==> src/rtl/countdown_ctrl.sv <==
// rtl/countdown_ctrl.sv - prescaled countdown controller emitting single-cycle tick/done strobes
module countdown_ctrl #(
   parameter int TICKS_SLOW = 50_000_000,
   parameter int TICKS_FAST = 25_000_000,
   parameter int W          = 8
) (
   input  logic         clk,
   input  logic         rst,
   input  logic         start,
   input  logic         pause,
   input  logic         fast,
   input  logic [W-1:0] load_val,
   output logic [W-1:0] count,
   output logic         tick,
   output logic         done,
   output logic         busy,
   output logic         expired
);
   localparam int TICKS_MAX = (TICKS_SLOW > TICKS_FAST) ? TICKS_SLOW : TICKS_FAST;
   localparam int PW        = $clog2(TICKS_MAX);
   localparam logic [PW-1:0] TERM_SLOW = PW'(TICKS_SLOW - 1);
   localparam logic [PW-1:0] TERM_FAST = PW'(TICKS_FAST - 1);

   typedef enum logic [1:0] {IDLE, RUN, PAUSED, DONE} state_t;

   state_t        state, state_next;
   logic [PW-1:0] pre, pre_next, term;
   logic [W-1:0]  count_next;
   logic          tick_next, done_next;

   always_ff @(posedge clk) begin
      if (rst) begin
         state   <= IDLE;
         pre     <= '0;
         count   <= '0;
         tick    <= 1'b0;
         done    <= 1'b0;
         busy    <= 1'b0;
         expired <= 1'b0;
      end else begin
         state   <= state_next;
         pre     <= pre_next;
         count   <= count_next;
         tick    <= tick_next;
         done    <= done_next;
         busy    <= (state_next == RUN) || (state_next == PAUSED);
         expired <= (state_next == DONE);
      end
   end

   always_comb begin
      state_next = state;
      pre_next   = pre;
      count_next = count;
      tick_next  = 1'b0;
      done_next  = 1'b0;
      term       = fast ? TERM_FAST : TERM_SLOW;
      case (state)
         IDLE, DONE: begin
            if (start) begin
               if (load_val != '0) begin
                  state_next = RUN;
                  count_next = load_val;
                  pre_next   = '0;
               end else begin
                  state_next = DONE;
                  count_next = '0;
                  done_next  = 1'b1;
               end
            end
         end
         RUN, PAUSED: begin
            if (pause) begin
               state_next = PAUSED;
            end else begin
               // The resume cycle counts too, so each paused cycle costs exactly one cycle.
               state_next = RUN;
               if (pre >= term) begin
                  pre_next   = '0;
                  tick_next  = 1'b1;
                  count_next = count - 1'b1;
                  if (count == W'(1)) begin
                     done_next  = 1'b1;
                     state_next = DONE;
                  end
               end else begin
                  pre_next = pre + 1'b1;
               end
            end
         end
         default: state_next = IDLE;
      endcase
   end
endmodule

==> config.mk <==
export PLATFORM = sky130hd
export DESIGN_NAME = countdown_ctrl
export DESIGN_NICKNAME = d
export VERILOG_FILES = /design/src/rtl/countdown_ctrl.sv
export SDC_FILE = /design/constraint.sdc
export NUM_CORES = 1
export LEC_CHECK = 0
export BUFFER_PORTS_ARGS = -buffer_cell sky130_fd_sc_hd__clkbuf_2
export CORE_ASPECT_RATIO = 0.8
export CORE_MARGIN = 2
export CORE_UTILIZATION = 26
export DETAILED_ROUTE_END_ITERATION = 8
export GPL_TIMING_DRIVEN = 0
export PLACE_DENSITY = 0.42
export REMOVE_ABC_BUFFERS = 1
export SLEW_MARGIN = 20
export SYNTH_ARGS = -nofsm -noshare
export SYNTH_HDL_FRONTEND = slang
export SYNTH_SLANG_ARGS = --single-unit
==> constraint.sdc <==
create_clock -name clk -period 2.7 [get_ports clk]
set_clock_uncertainty 0.1 [all_clocks]
set_input_delay 0.54 -clock clk [delete_from_list [all_inputs] [get_ports clk]]
set_output_delay 0.54 -clock clk [all_outputs]
set_load 0.005 [all_outputs]
### After elaboration in Yosys (flattened, before gate mapping)

Cells that the tools add are included.

* add/subtract/negate cells: 2
* reductions and logical operators: 8
* equality and inequality tests: 11
* muxes and demuxes: 24
* bitwise logic cells: 1
* order comparisons: 1

Operator list (number)
* 2-to-1 mux 26 bit: 5
* case mux 26 bit (2 select lines): 1
* 2-to-1 mux 8 bit: 4
* adder 26 x 1 -> 26 bit, second input constant: 1
* >= comparator 26 bit: 1
* case mux 8 bit (2 select lines): 1
* 2-to-1 mux 2 bit: 5
* == test 2 bit, second input constant: 4
* == test 8 x 1 -> 1 bit, second input constant: 1
* != test 2 bit, second input constant: 4
* nonzero test 8 bit: 1
* subtractor 8 x 1 -> 8 bit, second input constant: 1
* 2-to-1 mux 1 bit: 6
* AND reduction 3 bit: 2
* == test 2 x 1 -> 1 bit, second input constant: 2
* case mux 2 bit (2 select lines): 1
* OR reduction 2 bit: 2
* OR reduction 3 bit: 1
* zero test 2 bit: 1
* case mux 1 bit (2 select lines): 1
* logical OR 1 bit: 1
* NOT 1 bit: 1

* flip-flop bits (word level): 40
* logic and storage cells: 54
* input port bits: 13
* output and inout port bits: 12

### Depth between registers and ports, before layout

Gate-level depths: netlist (run 1).

* word-level depth: 7
* depth in mapped cells: 9
* gate-level depth less buffers: 9

### Worst setup path after synthesis (run 1)

No wires, ideal clock.

* path type: input-to-reg
* start point: in fast
* end point: reg busy
* path slack: 0.251 ns
* buffers on the path: 0
* setup time: 0.127 ns
* data required time: 2.473 ns
* arrival time: 2.222 ns
* stages on the path: 9
* cells stage by stage: inv_1 -> ha_1 -> a21o_1 -> a21o_1 -> a21o_1 -> a31oi_2 -> o21ai_0 -> ha_1 -> nor2b_1

* word-level cells in the longest chain between the ends: 7
* elaborated cells between the ends (all ways): 8
* classes of those cells: order compare: 1; eq/ne: 2; mux: 4; reduce/logical: 1

RTL lines
* start, declared: line 11 `input logic fast,`
* 2-to-1 mux 26 bit (*): line 57 `term = fast ? TERM_FAST : TERM_SLOW;`
* >= comparator 26 bit (*): line 78 `if (pre >= term) begin`
* 2-to-1 mux 2 bit (*): line 78
* 2-to-1 mux 2 bit (*): line 73 `if (pause) begin`
* case mux 2 bit (2 select lines) (*): line 58 `case (state)`
* == test 2 x 1 -> 1 bit / == test 2 bit (equally long branches): line 46 `busy <= (state_next == RUN) || (state_next == PAUSED);`
* logical OR 1 bit (*): line 46
* end signal, assigned: line 46
* end, declared: line 16 `output logic busy,`

Every way passes the cells marked *; elsewhere a longest branch is shown, timed or not.
A chain may end at the register's enable or synchronous reset.

### Worst setup path in the final report (run 1)

* start point: reg state[0]
* end point: reg pre[23]

* word-level cells in the longest chain between the ends: 4
* elaborated cells between the ends (all ways): 11
* classes of those cells: eq/ne: 6; mux: 1; reduce/logical: 4

RTL lines
* start, declared: line 26 `state_t state, state_next;`
* start signal, assigned: line 41 `state <= state_next;`
* == test 2 bit, or another cell as far along: line 58
* OR reduction 2 bit: line 58
* != test 2 bit (no line)
* AND reduction 3 bit (no line)
* end signal, assigned: line 42 `pre <= pre_next;`
* end, declared: line 27 `logic [PW-1:0] pre, pre_next, term;`

Parallel ways exist; a longest one is shown, timed or not.

==> metrics.cfg, run 1 <==
[floorplanning]
coreArea_um2=8520
die_x_um=109
ioPinCount=25
start_util=0.270
fp-row-count=30
die_h_um=88.1
die_area_um2=9610

[synthesis]
synth_top_family_by_area=simple AND/OR/NAND/NOR gates
avgSynthCellArea_um2=8.24
ys_seq_elements=40
synthDominantCellAreaShare=0.348
synth_area_leaders=dfxtp_1 (35%), ha_1 (7.1%), nor2_1 (6.0%), nand2_1 (5.2%), xnor2_1 (4.2%)
synthAdderAreaFrac=0.0708
synthDistinctLibCells=47
synth_edf_count=0
yosysTopAreaCell=dfxtp_1
syn-instance-count=279
synth_area_um2=2300
synth_common_cells=dfxtp_1 (40), nor2_1 (37), nand2_1 (32)
synth_xor_area_frac=0.0871
synthArstFlopShare=0
synth_seq_area_share=0.348
synth.most_common_cell=dfxtp_1
synth_simple_gate_area_frac=0.274
synthFlopType=dfxtp_1
synth_mux_area_frac=0.0218
yosys_warnings=0
synth_compound_gate_area_share=0.162

[cts]
ctsHoldBuffers=0
clk_pin_slew_ns=0.07
clk_root_buffer_cell=clkbuf_8
cts_tree=built
clkSinkCount=40
numCtsBuffers=5
post_cts_buffers=0
clockBufferDepth=2
cts_max_level=2
clock_latency_ns=0.30

[power]
power_density_nw_per_um2=551
ir_drop_v=0.000154
p_leak_nw=0.994
finalPower_mw=1.47

[worst_setup_path]
cp-startpoint=state[0]
crit_path_start_kind=flip-flop
critPathArrivalTime_ns=2.62
setup.worst_path.end=pre[23]
crit_family=compound AO/OA/AOI/OAI gates
path_buf_inv=1
regToRegStartpoint=state[0]
crit_path_top_delay_cell=dfxtp_1
cp.required_ns=2.79
regToRegEndpoint=pre[23]
reg2reg_depth=7
path_depth=7
r2r_setup_slack_ns=0.17
crit_fanout=16
path_class=flip-flop to flip-flop
slowest_delay_ns=0.55
worstSetupEndpointType=flip-flop
path_cells=xor2_4, a211o_2, and2_1, and2b_1, a21oi_2, buf_6, nor2_1

[sta]
worstMarginPinSlew_ns=0.883
holdWs_ns=0.393
period_needed_ns=2.53
setup_slack_ns=0.171
maxSlewHeadroom=0.409
rsz0062_at_grt=yes
report.final.slew_viol_count=0
max_freq_ghz=0.395
hold_viol=0
finalSetupViolations=0
fin_crit_sh=0.936

[place]
hpwlAfterDp_um=4320
dp_slack_ns=-0.311
gp_congestion=0.790
port_buffers=24
dpl_cell_area_um2=2540
placed_cells=407

[detailed_routing]
vias_per_cell=4.79
num_vias=1987
wirelength_um=5790
drc=0
ant_nets=0
wl_per_cell_um=13.9
drtPass1Iterations=4
drtIter0Drc=90

[outcome]
outcome=complete, no violations

[layout]
finalInstanceArea_um2=2660
layout-drive-gt1-share=0.142
n_antenna_cell=0
stdcell_count=415
final_nets=328
synthToLayoutAreaGrowth_pct=15.9

[grt]
antenna_found_initial=0
grt_pass1_vias=1855
grt_pass1_wl_um=9560
overflow=0
grtUsageTotal=0.131
grt_max_degree=20

[worst_hold_path]
hold_start=pre[1]
hp-class=flip-flop to flip-flop

[job]
maxCapViolCount=0

[worst min-delay path by stage]
stage,to,depth (start not counted)
floorplan,pre[1],2
global placement,pre[1],2
CTS,pre[1],2
finish,pre[1],2
global route,pre[0],2
detailed placement,pre[1],2
[layer usage]
layer	global-route usage	share of wire	vias up
met5	0	0	-
met4	0.0466	0.011	0
met3	0.0342	0.040	5
met2	0.171	0.39	23
met1	0.203	0.56	915
li1	-	-	1044
[cell usage in the layout (no fill, tap or decap), types with 4 or more instances in the layout]
master / instances
ha_1: 13
o22ai_1: 4
nor4_1: 6
nor2_1: 37
a31oi_1: 5
clkbuf_2: 24
clkbuf_8: 6
nand4_1: 10
a21oi_1: 8
nor3_1: 4
dfxtp_1: 40
xor2_1: 10
nand2_1: 32
and2_1: 5
nand3_1: 14
nor2b_1: 4
mux2i_1: 5
xnor2_1: 10
o21ai_0: 7
inv_1: 12
[metrics by stage]
step / utilization / setup TNS [ns]
2_1_floorplan: - / 0
3_3_place_gp: 0.296 / -22.51
3_5_place_dp: 0.298 / -3.97
4_1_cts: 0.309 / 0
5_1_grt: 0.313 / -0.0438
6_report: 0.313 / 0
[worst min-delay path: stages (launching register included)]
cell and delay [ns]:
dfxtp_1 0.34, nand2_1 0.06, a21oi_1 0.05
[state kept, by name (all words and copies together) (netlist names)]
register / flops
pre: 26
count: 8
state: 2
busy: 1
done: 1
expired: 1
tick: 1
[cell type report]
| class | count | area [um2] |
|---|---|---|
| flip-flops and latches | 40 | 801 |
| repair buffers | 25 | 131 |
| clock buffers | 8 | 90.1 |
| multi-input cells | 218 | 1460 |
| inverters | 12 | 45.0 |
| well taps | 112 | 140 |
| fillers | 903 | 5860 |
[where the power goes]
| part | total [mW] | internal [mW] | switching, mW |
|---|---|---|---|
| registers | 0.679 | 0.628 | 0.0512 |
| logic | 0.371 | 0.140 | 0.230 |
| clock network | 0.418 | 0.209 | 0.209 |
[repair_timing]
action                     CTS  global route
setup endpoints to repair    2            18
gates resized for setup      1             5
hold endpoints to repair     0             0
[kinds of logic after synthesis]
logic type	count (synthesis)
AND/OR/NAND/NOR	127
AO/OA/AOI/OAI	51
flip-flops	40
XOR/XNOR	22
buffers and inverters	21
adder cells (fa/ha/maj)	13
multiplexers	5
(Power assumes the default switching activity.)
==> run 2, diff against run 1 <==
--- a/config.mk
+++ b/config.mk
@@ -12,6 +12,7 @@
 export DETAILED_ROUTE_END_ITERATION = 8
 export GPL_TIMING_DRIVEN = 0
 export PLACE_DENSITY = 0.42
+export RECOVER_POWER = 25
 export REMOVE_ABC_BUFFERS = 1
 export SLEW_MARGIN = 20
 export SYNTH_ARGS = -nofsm -noshare
==> constraint.sdc (replaced) <==
create_clock -name clk -period 2.7 [get_ports clk]
set_clock_uncertainty 0.1 [all_clocks]
set_input_delay 0.27 -clock clk [delete_from_list [all_inputs] [get_ports clk]]
set_output_delay 0.27 -clock clk [all_outputs]
set_load 0.005 [all_outputs]
==> run 2 against run 1 <==
- design area is 0.70% lower
- largest power group unchanged
- wire length is 0.22% lower
- highest routed layer unchanged
- critical path type unchanged
- total power is 0.32% lower
==> metrics.cfg, run 2 (synthesis results as in run 1) <==
[grt]
grt_pass1_vias=1855  ; unchanged
grt_pass1_wl_um=9560  ; unchanged
grt.met2_usage=0.171  ; unchanged
grt_util_met3=0.0342  ; unchanged
overflow=0  ; unchanged
busiest_layer=met1
grt_max_degree=20  ; unchanged
antenna_found_initial=0  ; unchanged
grtUsageMet1=0.203  ; unchanged
grtUsageTotal=0.131  ; unchanged

[sta]
period_needed_ns=2.57  ; +0.0464 ns
hold_viol=0  ; unchanged
fin_crit_sh=0.954  ; +0.0172
report.final.slew_viol_count=0  ; unchanged
max_freq_ghz=0.388  ; -1.8%
rsz0062_at_grt=yes
worstMarginPinSlew_ns=0.878  ; -0.00476 ns
setup_slack_ns=0.125  ; -0.0464 ns
finalSetupViolations=0  ; unchanged
maxSlewHeadroom=0.413  ; +0.00319

[outcome]
outcome=complete, no violations

[layout]
most-common-layout-cells=dfxtp_1 (40), nor2_1 (37), nand2_1 (32), clkbuf_2 (17), nand3_1 (14)
largest_register_ffs=26  ; unchanged
n_antenna_cell=0  ; unchanged
final_nets=328  ; unchanged
multi_input_area_um2=1450  ; -0.69%
fillers=908  ; +0.55%
largest-register=pre
finalInstanceArea_um2=2650  ; -0.70%
seqCellArea_um2=801  ; unchanged
reg_top3=pre x26, count x8, state x2
layout-drive-gt1-share=0.112  ; -0.0297
layout_commonest_cell=dfxtp_1
synthToLayoutAreaGrowth_pct=15.1

[worst_setup_path]
crit_path_start_kind=flip-flop
slowest_delay_ns=0.35  ; -0.20 ns
path_cells=ha_1, and3_1, a41o_1, or2_1, a31oi_4, o21ai_0, ha_1, nor2b_1
crit_path_top_delay_cell=dfxtp_1
worstSetupEndpointType=flip-flop
critPathArrivalTime_ns=2.65  ; +0.03 ns
crit_fanout=7  ; -9
cp.required_ns=2.77  ; -0.02 ns
critical_path.most_common_cell=ha_1
path_class=flip-flop to flip-flop

[detailed_routing]
wl_per_cell_um=13.9  ; -0.22%
ant_nets=0  ; unchanged
drc=0  ; unchanged
num_vias=1984  ; -0.15%
drtIter0Drc=85  ; -5.6%
vias_per_cell=4.78  ; -0.15%
wirelength_um=5780  ; -0.22%
drtPass1Iterations=4  ; unchanged

[place]
dpl_cell_area_um2=2540  ; unchanged
hpwlAfterDp_um=4320  ; unchanged
dp_slack_ns=-0.0414  ; +0.270 ns
port_buffers=24  ; unchanged
gp_congestion=0.790  ; unchanged

[floorplanning]
start_util=0.270  ; unchanged
ioPinCount=25  ; unchanged
die_x_um=109  ; unchanged
die_area_um2=9610  ; unchanged
coreArea_um2=8520  ; unchanged
die_h_um=88.1  ; unchanged
fp-row-count=30  ; unchanged

[cts]
clock_latency_ns=0.30  ; about the same
post_cts_buffers=0  ; unchanged
clkSinkCount=40  ; unchanged
clockBufferDepth=2  ; unchanged
numCtsBuffers=5  ; unchanged
ctsHoldBuffers=0  ; unchanged
clk_root_buffer_cell=clkbuf_8
clk_pin_slew_ns=0.07  ; about the same
cts_max_level=2  ; unchanged
cts_tree=built

[power]
ir_drop_v=0.000154  ; about the same
p_leak_nw=0.971  ; -2.3%
power_density_nw_per_um2=553  ; +0.39%

[worst_hold_path]
hp-class=input pin to flip-flop

[job]
maxCapViolCount=0  ; unchanged

run 2: final timing paths:
| path | start | to | slack (ns) | cells after the start |
|---|---|---|---|---|
| setup / recovery | pre[0] | busy | 0.13 | 8 |
| hold / removal | load_val[0] | count[0] | 0.26 | 4 |
| setup reg to reg | pre[0] | busy | 0.13 | 8 |
| hold reg to reg | pre[1] | pre[1] | 0.39 | 2 |
run 2: cell type report:
cell class              instances  share of cell area
flip-flops and latches         40               0.303
inverters                      12              0.0170
clock buffers                   8              0.0341
well taps                     112              0.0530
repair buffers                 25              0.0464
multi-input cells             218               0.547
run 2: report_power, final:
| group | internal, mW | leakage [nW] | switching (mW) | total [mW] |
|---|---|---|---|---|
| Combinational | 0.136 | 0.601 | 0.231 | 0.367 |
| Sequential | 0.628 | 0.325 | 0.0513 | 0.679 |
| Clock | 0.209 | 0.0455 | 0.208 | 0.416 |
| Total | 0.972 | 0.971 | 0.491 | 1.46 |
run 2: worst max-delay path, delay by kind of cell, from the launching register on:
family          cells  cell delay [ns]
flops               1             0.35
simple gates        3             0.67
fa+ha+maj           2             0.56
compound gates      3             0.77
run 2: per-stage QoR:
stage	power (mW)	setup TNS, ns	hold slack [ns]	cells	util
floorplan	0.912	0	0.239	270	-
global placement	1.05	-19.87	0.378	406	0.296
detailed placement	1.05	-0.0506	0.386	407	0.298
CTS	1.48	0	0.250	415	0.309
global route	1.57	-0.0439	0.278	415	0.310
finish	1.46	0	0.263	415	0.310
run 2: repair_timing:
item	4_1_cts	5_1_grt
cloned	0	0
resized for setup	1	2
pin swaps	0	0
endpoints found under the setup margin	2	18
run 2: metal layers:
metal	vias up	part of all wire
met5	-	0
met4	0	0.012
li1	1040	-
met1	914	0.57
met3	7	0.029
met2	23	0.39
